$ cat src/rtl/pipe_hazard_ctrl_if.sv
// Hazard-control bundle between the pipeline datapath and pipe_hazard_ctrl.
// master = datapath side, slave = controller side.
interface pipe_hazard_ctrl_if #(
  parameter int CNT_W = 16
);
  logic [31:0]      id_inst;
  logic             idex_memread;
  logic [4:0]       idex_rt;
  logic             ex_branch_taken;
  logic             exmem_memop;
  logic             hazard_hold;
  logic             hazard_flush;
  logic             pc_write;
  logic             idex_bubble;
  logic             mem_stall;
  logic [CNT_W-1:0] stall_cnt;
  logic [CNT_W-1:0] flush_cnt;

  modport master (
    output id_inst, idex_memread, idex_rt,
    output ex_branch_taken, exmem_memop,
    input  hazard_hold, hazard_flush, pc_write,
    input  idex_bubble, mem_stall,
    input  stall_cnt, flush_cnt
  );

  modport slave (
    input  id_inst, idex_memread, idex_rt,
    input  ex_branch_taken, exmem_memop,
    output hazard_hold, hazard_flush, pc_write,
    output idex_bubble, mem_stall,
    output stall_cnt, flush_cnt
  );
endinterface

$ cat src/rtl/pipe_hazard_ctrl.sv
// 5-stage pipe controller: load-use stall, taken-beq flush,
// data-memory wait states and saturating stall/flush counters.
module pipe_hazard_ctrl #(
  parameter int MEM_WAIT = 2,
  parameter int CNT_W    = 16
) (
  input logic               clock,
  input logic               reset,
  pipe_hazard_ctrl_if.slave hz
);
  localparam int CW = (MEM_WAIT > 1) ? $clog2(MEM_WAIT) : 1;
  localparam logic [CW-1:0] CNT_INIT =
    (MEM_WAIT > 0) ? CW'(MEM_WAIT - 1) : '0;
  localparam bit HAS_WAIT = (MEM_WAIT != 0);

  localparam logic [0:0] S_RUN  = 1'b0;
  localparam logic [0:0] S_WAIT = 1'b1;

  logic [0:0]       state;
  logic [CW-1:0]    cnt;
  logic [5:0]       op;
  logic [4:0]       rs;
  logic [4:0]       rt;
  logic             uses_rs;
  logic             uses_rt;
  logic             load_use;
  logic             mem_trig;
  logic             stall;
  logic             sel_rst;
  logic             sel_stall;
  logic             sel_br;
  logic             sel_lu;
  logic             hold;
  logic             flush;
  logic             pcw;
  logic             bub;
  logic [CNT_W-1:0] stall_cnt;
  logic [CNT_W-1:0] flush_cnt;
  logic             unused_bits;

  assign op = hz.id_inst[31:26];
  assign rs = hz.id_inst[25:21];
  assign rt = hz.id_inst[20:16];
  assign unused_bits = ^hz.id_inst[15:0];

  assign uses_rs = !(op == 6'h02 || op == 6'h03);
  assign uses_rt = (op == 6'h00) || (op == 6'h04) ||
                   (op == 6'h05) || (op == 6'h2B);

  assign load_use = hz.idex_memread && (hz.idex_rt != 5'd0) &&
                    ((uses_rs && rs == hz.idex_rt) ||
                     (uses_rt && rt == hz.idex_rt));

  assign mem_trig = hz.exmem_memop && HAS_WAIT;
  assign stall = reset &&
                 ((state == S_RUN && mem_trig) ||
                  (state == S_WAIT && cnt != '0));

  // one-hot selects so the decoder below is truly unique
  assign sel_rst   = !reset;
  assign sel_stall = stall;
  assign sel_br    = reset && !stall && hz.ex_branch_taken;
  assign sel_lu    = reset && !stall &&
                     !hz.ex_branch_taken && load_use;

  always_comb begin
    hold  = 1'b0;
    flush = 1'b0;
    pcw   = 1'b1;
    bub   = 1'b0;
    unique case (1'b1)
      sel_rst: begin
        pcw = 1'b0;
        bub = 1'b1;
      end
      sel_stall: begin
        hold = 1'b1;
        pcw  = 1'b0;
      end
      sel_br: begin
        flush = 1'b1;
        bub   = 1'b1;
      end
      sel_lu: begin
        hold = 1'b1;
        pcw  = 1'b0;
        bub  = 1'b1;
      end
      default: ;
    endcase
  end

  always_ff @(posedge clock) begin
    if (!reset) begin
      state <= S_RUN;
      cnt   <= '0;
    end else begin
      case (state)
        S_RUN: begin
          if (mem_trig) begin
            cnt   <= CNT_INIT;
            state <= S_WAIT;
          end
        end
        S_WAIT: begin
          if (cnt != '0) cnt <= cnt - CW'(1);
          else state <= S_RUN;
        end
        default: state <= S_RUN;
      endcase
    end
  end

  always_ff @(posedge clock) begin
    if (!reset) begin
      stall_cnt <= '0;
      flush_cnt <= '0;
    end else begin
      if (hold && stall_cnt != '1)
        stall_cnt <= stall_cnt + CNT_W'(1);
      if (flush && flush_cnt != '1)
        flush_cnt <= flush_cnt + CNT_W'(1);
    end
  end

  assign hz.hazard_hold  = hold;
  assign hz.hazard_flush = flush;
  assign hz.pc_write     = pcw;
  assign hz.idex_bubble  = bub;
  assign hz.mem_stall    = stall;
  assign hz.stall_cnt    = stall_cnt;
  assign hz.flush_cnt    = flush_cnt;
endmodule

$ cat src/flat_wrapper.sv
// flat-port wrapper written by rule: the top's interface ports become plain ports
module pipe_hazard_ctrl_flat 
#(
  parameter int MEM_WAIT = 2,
  parameter int CNT_W    = 16
)
  (clock, reset, hz_id_inst, hz_idex_memread, hz_idex_rt, hz_ex_branch_taken, hz_exmem_memop, hz_hazard_hold, hz_hazard_flush, hz_pc_write, hz_idex_bubble, hz_mem_stall, hz_stall_cnt, hz_flush_cnt);
  pipe_hazard_ctrl_if #(.CNT_W(CNT_W)) hz_i ();
  input logic clock;
  input logic reset;
  input wire logic [$bits(hz_i.id_inst)-1:0] hz_id_inst;
  input wire logic [$bits(hz_i.idex_memread)-1:0] hz_idex_memread;
  input wire logic [$bits(hz_i.idex_rt)-1:0] hz_idex_rt;
  input wire logic [$bits(hz_i.ex_branch_taken)-1:0] hz_ex_branch_taken;
  input wire logic [$bits(hz_i.exmem_memop)-1:0] hz_exmem_memop;
  output wire logic [$bits(hz_i.hazard_hold)-1:0] hz_hazard_hold;
  output wire logic [$bits(hz_i.hazard_flush)-1:0] hz_hazard_flush;
  output wire logic [$bits(hz_i.pc_write)-1:0] hz_pc_write;
  output wire logic [$bits(hz_i.idex_bubble)-1:0] hz_idex_bubble;
  output wire logic [$bits(hz_i.mem_stall)-1:0] hz_mem_stall;
  output wire logic [$bits(hz_i.stall_cnt)-1:0] hz_stall_cnt;
  output wire logic [$bits(hz_i.flush_cnt)-1:0] hz_flush_cnt;
  assign hz_i.id_inst = hz_id_inst;
  assign hz_i.idex_memread = hz_idex_memread;
  assign hz_i.idex_rt = hz_idex_rt;
  assign hz_i.ex_branch_taken = hz_ex_branch_taken;
  assign hz_i.exmem_memop = hz_exmem_memop;
  assign hz_hazard_hold = hz_i.hazard_hold;
  assign hz_hazard_flush = hz_i.hazard_flush;
  assign hz_pc_write = hz_i.pc_write;
  assign hz_idex_bubble = hz_i.idex_bubble;
  assign hz_mem_stall = hz_i.mem_stall;
  assign hz_stall_cnt = hz_i.stall_cnt;
  assign hz_flush_cnt = hz_i.flush_cnt;
  pipe_hazard_ctrl #(.MEM_WAIT(MEM_WAIT), .CNT_W(CNT_W)) u_core (.clock(clock), .reset(reset), .hz(hz_i));
endmodule
$ cat config.mk
export PLATFORM = sky130hd
export DESIGN_NAME = pipe_hazard_ctrl_flat
export DESIGN_NICKNAME = d
export VERILOG_FILES = /design/src/rtl/pipe_hazard_ctrl_if.sv /design/src/rtl/pipe_hazard_ctrl.sv /design/src/flat_wrapper.sv
export SDC_FILE = /design/constraint.sdc
export NUM_CORES = 1
export LEC_CHECK = 0
export ABC_AREA = 1
export CAP_MARGIN = 40
export CORE_MARGIN = 1.5
export CORE_UTILIZATION = 40
export DETAILED_ROUTE_END_ITERATION = 10
export PLACE_DENSITY = 0.76
export SYNTH_ARGS = -nofsm -noshare
export SYNTH_HDL_FRONTEND = slang
export SYNTH_SLANG_ARGS = --single-unit
$ cat constraint.sdc
create_clock -name clock -period 1.75 [get_ports clock]
set_input_delay 0.35 -clock clock [delete_from_list [all_inputs] [get_ports clock]]
set_output_delay 0.35 -clock clock [all_outputs]
set_load 0.02 [all_outputs]
After elaboration in Yosys (flattened, before gate mapping):

Index checks and enable logic that the tools add are counted.

* register bits after elaboration: 34
* input bits: 42
* output and inout bits: 37

* add/sub/neg operators: 3
* eq/ne operators: 10
* multiplexer cells: 10
* bitwise gates (word level): 1
* reduce and logical (&&, ||, !) cells: 28

Operators with widths (count)
* adder 16 x 1 -> 16 bit (second input constant): 2
* inequality test 16 bit (second input constant): 2
* logical AND 1 bit: 13
* equality test 6 x 2 -> 1 bit (second input constant): 2
* equality test 6 x 3 -> 1 bit (second input constant): 2
* equality test 5 bit: 2
* 2-to-1 mux 1 bit: 8
* equality test 6 bit (second input constant): 1
* logical NOT 6 bit: 1
* logical OR 1 bit: 6
* OR reduction 3 bit: 2
* nonzero test 5 bit: 1
* logical NOT 1 bit: 4
* one-hot mux 1 bit (2 select lines): 2
* inequality test 2 bit (second input constant): 1
* OR reduction 2 bit: 1
* inverter 1 bit: 1
* subtractor 1 bit (second input constant): 1

Logic depth before layout (Yosys ltp):

* depth after elaboration: 11
* gate-level depth with buffers: 13
* depth with buffers taken out: 12

Worst setup path after synthesis:

No wires, ideal clock.

* path type: register to register
* start point: register u_core.stall_cnt[0], in the netlist u_core.hz.stall_cnt[0]
* end point: register u_core.stall_cnt[0], in the netlist u_core.hz.stall_cnt[0]
* setup time: 0.115 ns
* arrival time: 1.696 ns
* slack: -0.061 ns
* stages on the path, launching flop included: 8
* period minus slack after synthesis: 1.811 ns
* cells stage by stage: dfxtp_1 > ha_1 > nand2_2 > nor3_4 > nand4_4 > buf_2 > a21oi_1 > nor2_1

* word-level cells in the longest chain between the ends: 2
* elaborated cells between the ends (all ways): 3

RTL lines
* from (decl): RTL line pipe_hazard_ctrl.sv:37 `logic [CNT_W-1:0] stall_cnt;`
* from (signal assigned): RTL line pipe_hazard_ctrl.sv:120 `stall_cnt <= stall_cnt + CNT_W'(1);`
* branches (longest 2 deep; another with adder 16 x 1 -> 16 bit)

Parallel ways; which one is timed is not known.
A chain may end at the register's enable or synchronous reset.

Final worst setup path:

* start point: register u_core.state
* end point: output hz_idex_bubble

* word-level cells in the longest chain between the ends: 10
* elaborated cells between the ends (all ways): 12

RTL lines
* from (decl): RTL line pipe_hazard_ctrl.sv:19 `logic [0:0] state;`
* from (signal assigned): RTL line pipe_hazard_ctrl.sv:95 `state <= S_RUN;`
* from (signal assigned): RTL line pipe_hazard_ctrl.sv:102 `state <= S_WAIT;`
* from (signal assigned): RTL line pipe_hazard_ctrl.sv:107 `else state <= S_RUN;`
* inverter 1 bit: RTL line pipe_hazard_ctrl.sv:56 `((state == S_RUN && mem_trig) ||`
* logical AND 1 bit: RTL line pipe_hazard_ctrl.sv:56
* logical OR 1 bit *: RTL line pipe_hazard_ctrl.sv:56
* logical AND 1 bit *: RTL line pipe_hazard_ctrl.sv:55 `assign stall = reset &&`
* logical NOT 1 bit *: RTL line pipe_hazard_ctrl.sv:62, pipe_hazard_ctrl.sv:63
* logical AND 1 bit *: RTL line pipe_hazard_ctrl.sv:62, pipe_hazard_ctrl.sv:63
* logical AND 1 bit: RTL line pipe_hazard_ctrl.sv:63 `assign sel_lu = reset && !stall &&`
* logical AND 1 bit: RTL line pipe_hazard_ctrl.sv:64 `!hz.ex_branch_taken && load_use;`
* OR reduction 3 bit (no line) *
* 2-to-1 mux 1 bit *: RTL line pipe_hazard_ctrl.sv:71 `unique case (1'b1)`
* to (decl): RTL line flat_wrapper.sv:19 `output wire logic [$bits(hz_i.idex_bubble)-1:0] hz_idex_bubble;`

Mark *: on every way between the ends. The rest lies on a longest branch, timed or not.

==> metrics.md <==
| Metric | Value |
|---|---|
| Status | complete, but fails checks |
| Failing checks | setup timing |
| CTS Root Cell | clkbuf_8 |
| Fmax | 0.563 GHz |
| Register area share after synthesis | 31.6% |
| Final setup viols | 2 |
| Fin. max-slew vios | 0 |
| NumNets Final | 455 |
| Commonest non-fill, non-tap cell in the layout | nand2_1 |
| Initial detailed-routing violation count | 96 |
| Final design utilization | 61.8% |
| CP Capture Type | output pin |
| Post-Syn Area | 2160 um^2 |
| Cell variety after synth | 30 |
| Share of cells above drive strength 1 | 21.4% |
| Leakage power | 0.00136 uW |
| Post-place setup slack | -782 ps |
| CP Launch Type | flop |
| Mapped Nets | 361 |
| Syn. warnings | 0 |
| Period utilisation layout | 102% |
| Final hold violation count | 0 |
| Slew margin rel. | 69.2% |
| Max-Cap Viols | 0 |
| Most frequent cells in the layout | 68 x nand2_1, 34 x buf_4, 33 x inv_1 |
| Wirelength, routed | 5910 um |
| Worst slew pin tran | 458 ps |
| Cts hold-fix bufs | 0 |
| Dpl hpwl | 4430 um |
| Clk sink count | 34 |
| First-pass GRT wire length | 9850 um |
| Tot Pwr | 1680 uW |
| Initial antenna violation count | 0 |
| Synth Area per Inst | 6.80 um^2 |
| Worst skew pair latency | 290 ps |
| Worst path arrival time | 1430 ps |
| Register area | 689 um^2 |
| Final Critical Period | 1780 ps |
| FF+latch count, synth | 34 |
| RSZ-0062 raised after global routing | true |
| Die width | 76.4 um |
| CP max FO | 3 |
| ANT cells | 0 |
| Placer Congestion | 0.910 |
| Area taken by multi-input logic gates | 1340 um^2 |
| Port buffer count | 62 |
| Wire length per cell | 12.3 um |
| Starting Density | 41.9% |
| Clock Skew | 11.9 ps |
| FP Rows | 26 |
| CTS tree | yes |
| Layout overhead on the synthesized area | 47.2% |
| CTS Buf Count | 5 |
| H-tree lvl count | 2 |
| Fillers | 462 |
| Mapped Cells | 317 |
| Routed vias/inst | 4.91 |
| Hold WS | 451 ps |
| Clock Path Buffers | 2 |
| Pin count of the biggest net entering global routing | 22 |
| Peak VDD IR | 0.496 mV |
| Vias in the first global route | 2209 |
| PnR worst setup slack | -26.9 ps |
| Vias | 2367 |
| Die area | 5840 um^2 |
| Post-route ant nets | 0 |
| I/O pin count | 79 |
| Drt pass-1 iters | 4 |
| Hold crit path type | reg2reg |
| Global Route Usage Sum | 20.5% |
| DRC | 0 |
| CP required | 1400 ps |
| GRT overflow | 0 |
| Pwr/cell area | 530 nW/um^2 |
| Reg clk slew, reported paths | 70 ps |
| CP Class | reg2out |
| CORE AREA | 5140 um^2 |
| Die Height | 76.4 um |
[worst max-delay path: stages, from the launching register on]
cell     delay (ps)
dfxtp_4         360
o21ai_4         160
nand4_1         140
a21oi_2         140
nand2_2          70
nand2_2          60
or2_4           110
buf_6           100
[Yosys cell counts]
cell type	count	share of area [%]
nor3_4	2	1.5
xnor2_1	9	3.7
nor3_1	12	2.8
nor4_2	1	0.58
o21ai_0	9	2.1
nor3b_1	1	0.35
a21oi_1	24	5.6
o21ai_2	1	0.41
or2_2	1	0.29
a31oi_1	1	0.29
nor2_2	2	0.58
dfxtp_1	34	32
nand2_1	72	13
nand3b_1	1	0.35
buf_2	2	0.46
xor2_1	15	6.1
nor3b_2	1	0.58
buf_6	4	2.1
nand2_4	1	0.52
a21oi_2	4	1.6
a211oi_1	1	0.35
ha_1	2	1.2
nand4_1	8	2.3
inv_1	35	6.1
clkbuf_1	3	0.52
nand3_1	33	7.7
nand4_4	1	0.99
nand2_2	2	0.58
nor3_2	1	0.46
nor2_1	34	5.9
[kinds of logic after synthesis]
family                     share of synthesized area, %
and+or+nand+nor                                    38.0
xor gates and xnor gates                           9.75
adders and majority gates                          1.16
DFF                                                31.6
buffers and inverters                              9.17
AOI/OAI and AO/OA                                  10.3
[state kept, by name, indices dropped and copies added, names as in the netlist]
name / count
u_core.state: 1
u_core.hz.flush_cnt: 16
u_core.cnt: 1
u_core.hz.stall_cnt: 16
[power breakdown]
part | switching [uW] | internal (uW) | total (uW)
registers | 7.59 | 785 | 792
clock network | 297 | 318 | 615
logic | 145 | 129 | 275
total | 450 | 1230 | 1680
[per-layer routing]
layer  GRT usage (%)  wire length, um  vias up
met2            34.6             2810       67
met5               0                0        -
met1            26.0             2770     1070
li1                -                -     1226
met4            7.22               61        0
met3            4.07              269        4
[per-stage QoR]
step	TNS, ps	cells	area (um^2)
3_3_place_gp	-13190	470	3030
5_1_grt	-385	482	3170
2_1_floorplan	0	317	2160
6_report	-52.2	482	3170
3_5_place_dp	-13600	470	3030
4_1_cts	-26.5	479	3080
[cell type report]
cell class                      count  share of cell area (%)
Timing Repair Buffer               96                    26.4
Inverter                           35                    4.14
Sequential cell                    34                    21.7
Multi-Input combinational cell    239                    42.1
Tap cell                           70                    2.76
Clock inverter                      1                   0.158
Clock buffer                        7                    2.72
[final timing paths]
kind | startpoint | endpoint | slack [ps] | cells past startpoint
setup / recovery | u_core.state | hz_idex_bubble | -30 | 7
hold reg to reg | u_core.state | u_core.cnt | 450 | 1
setup reg to reg | u_core.hz.stall_cnt[0] | u_core.hz.stall_cnt[14] | 90 | 8
hold / removal | u_core.state | u_core.cnt | 450 | 1
[what timing repair did]
item                                    4_1_cts  5_1_grt
endpoints found under the setup margin       25       29
pin swaps                                    26        9
endpoints found under the hold margin         0        0
gates resized for setup                      87       23
setup buffers                                 1        3
Note: power is estimated with default switching activity, not from simulation.
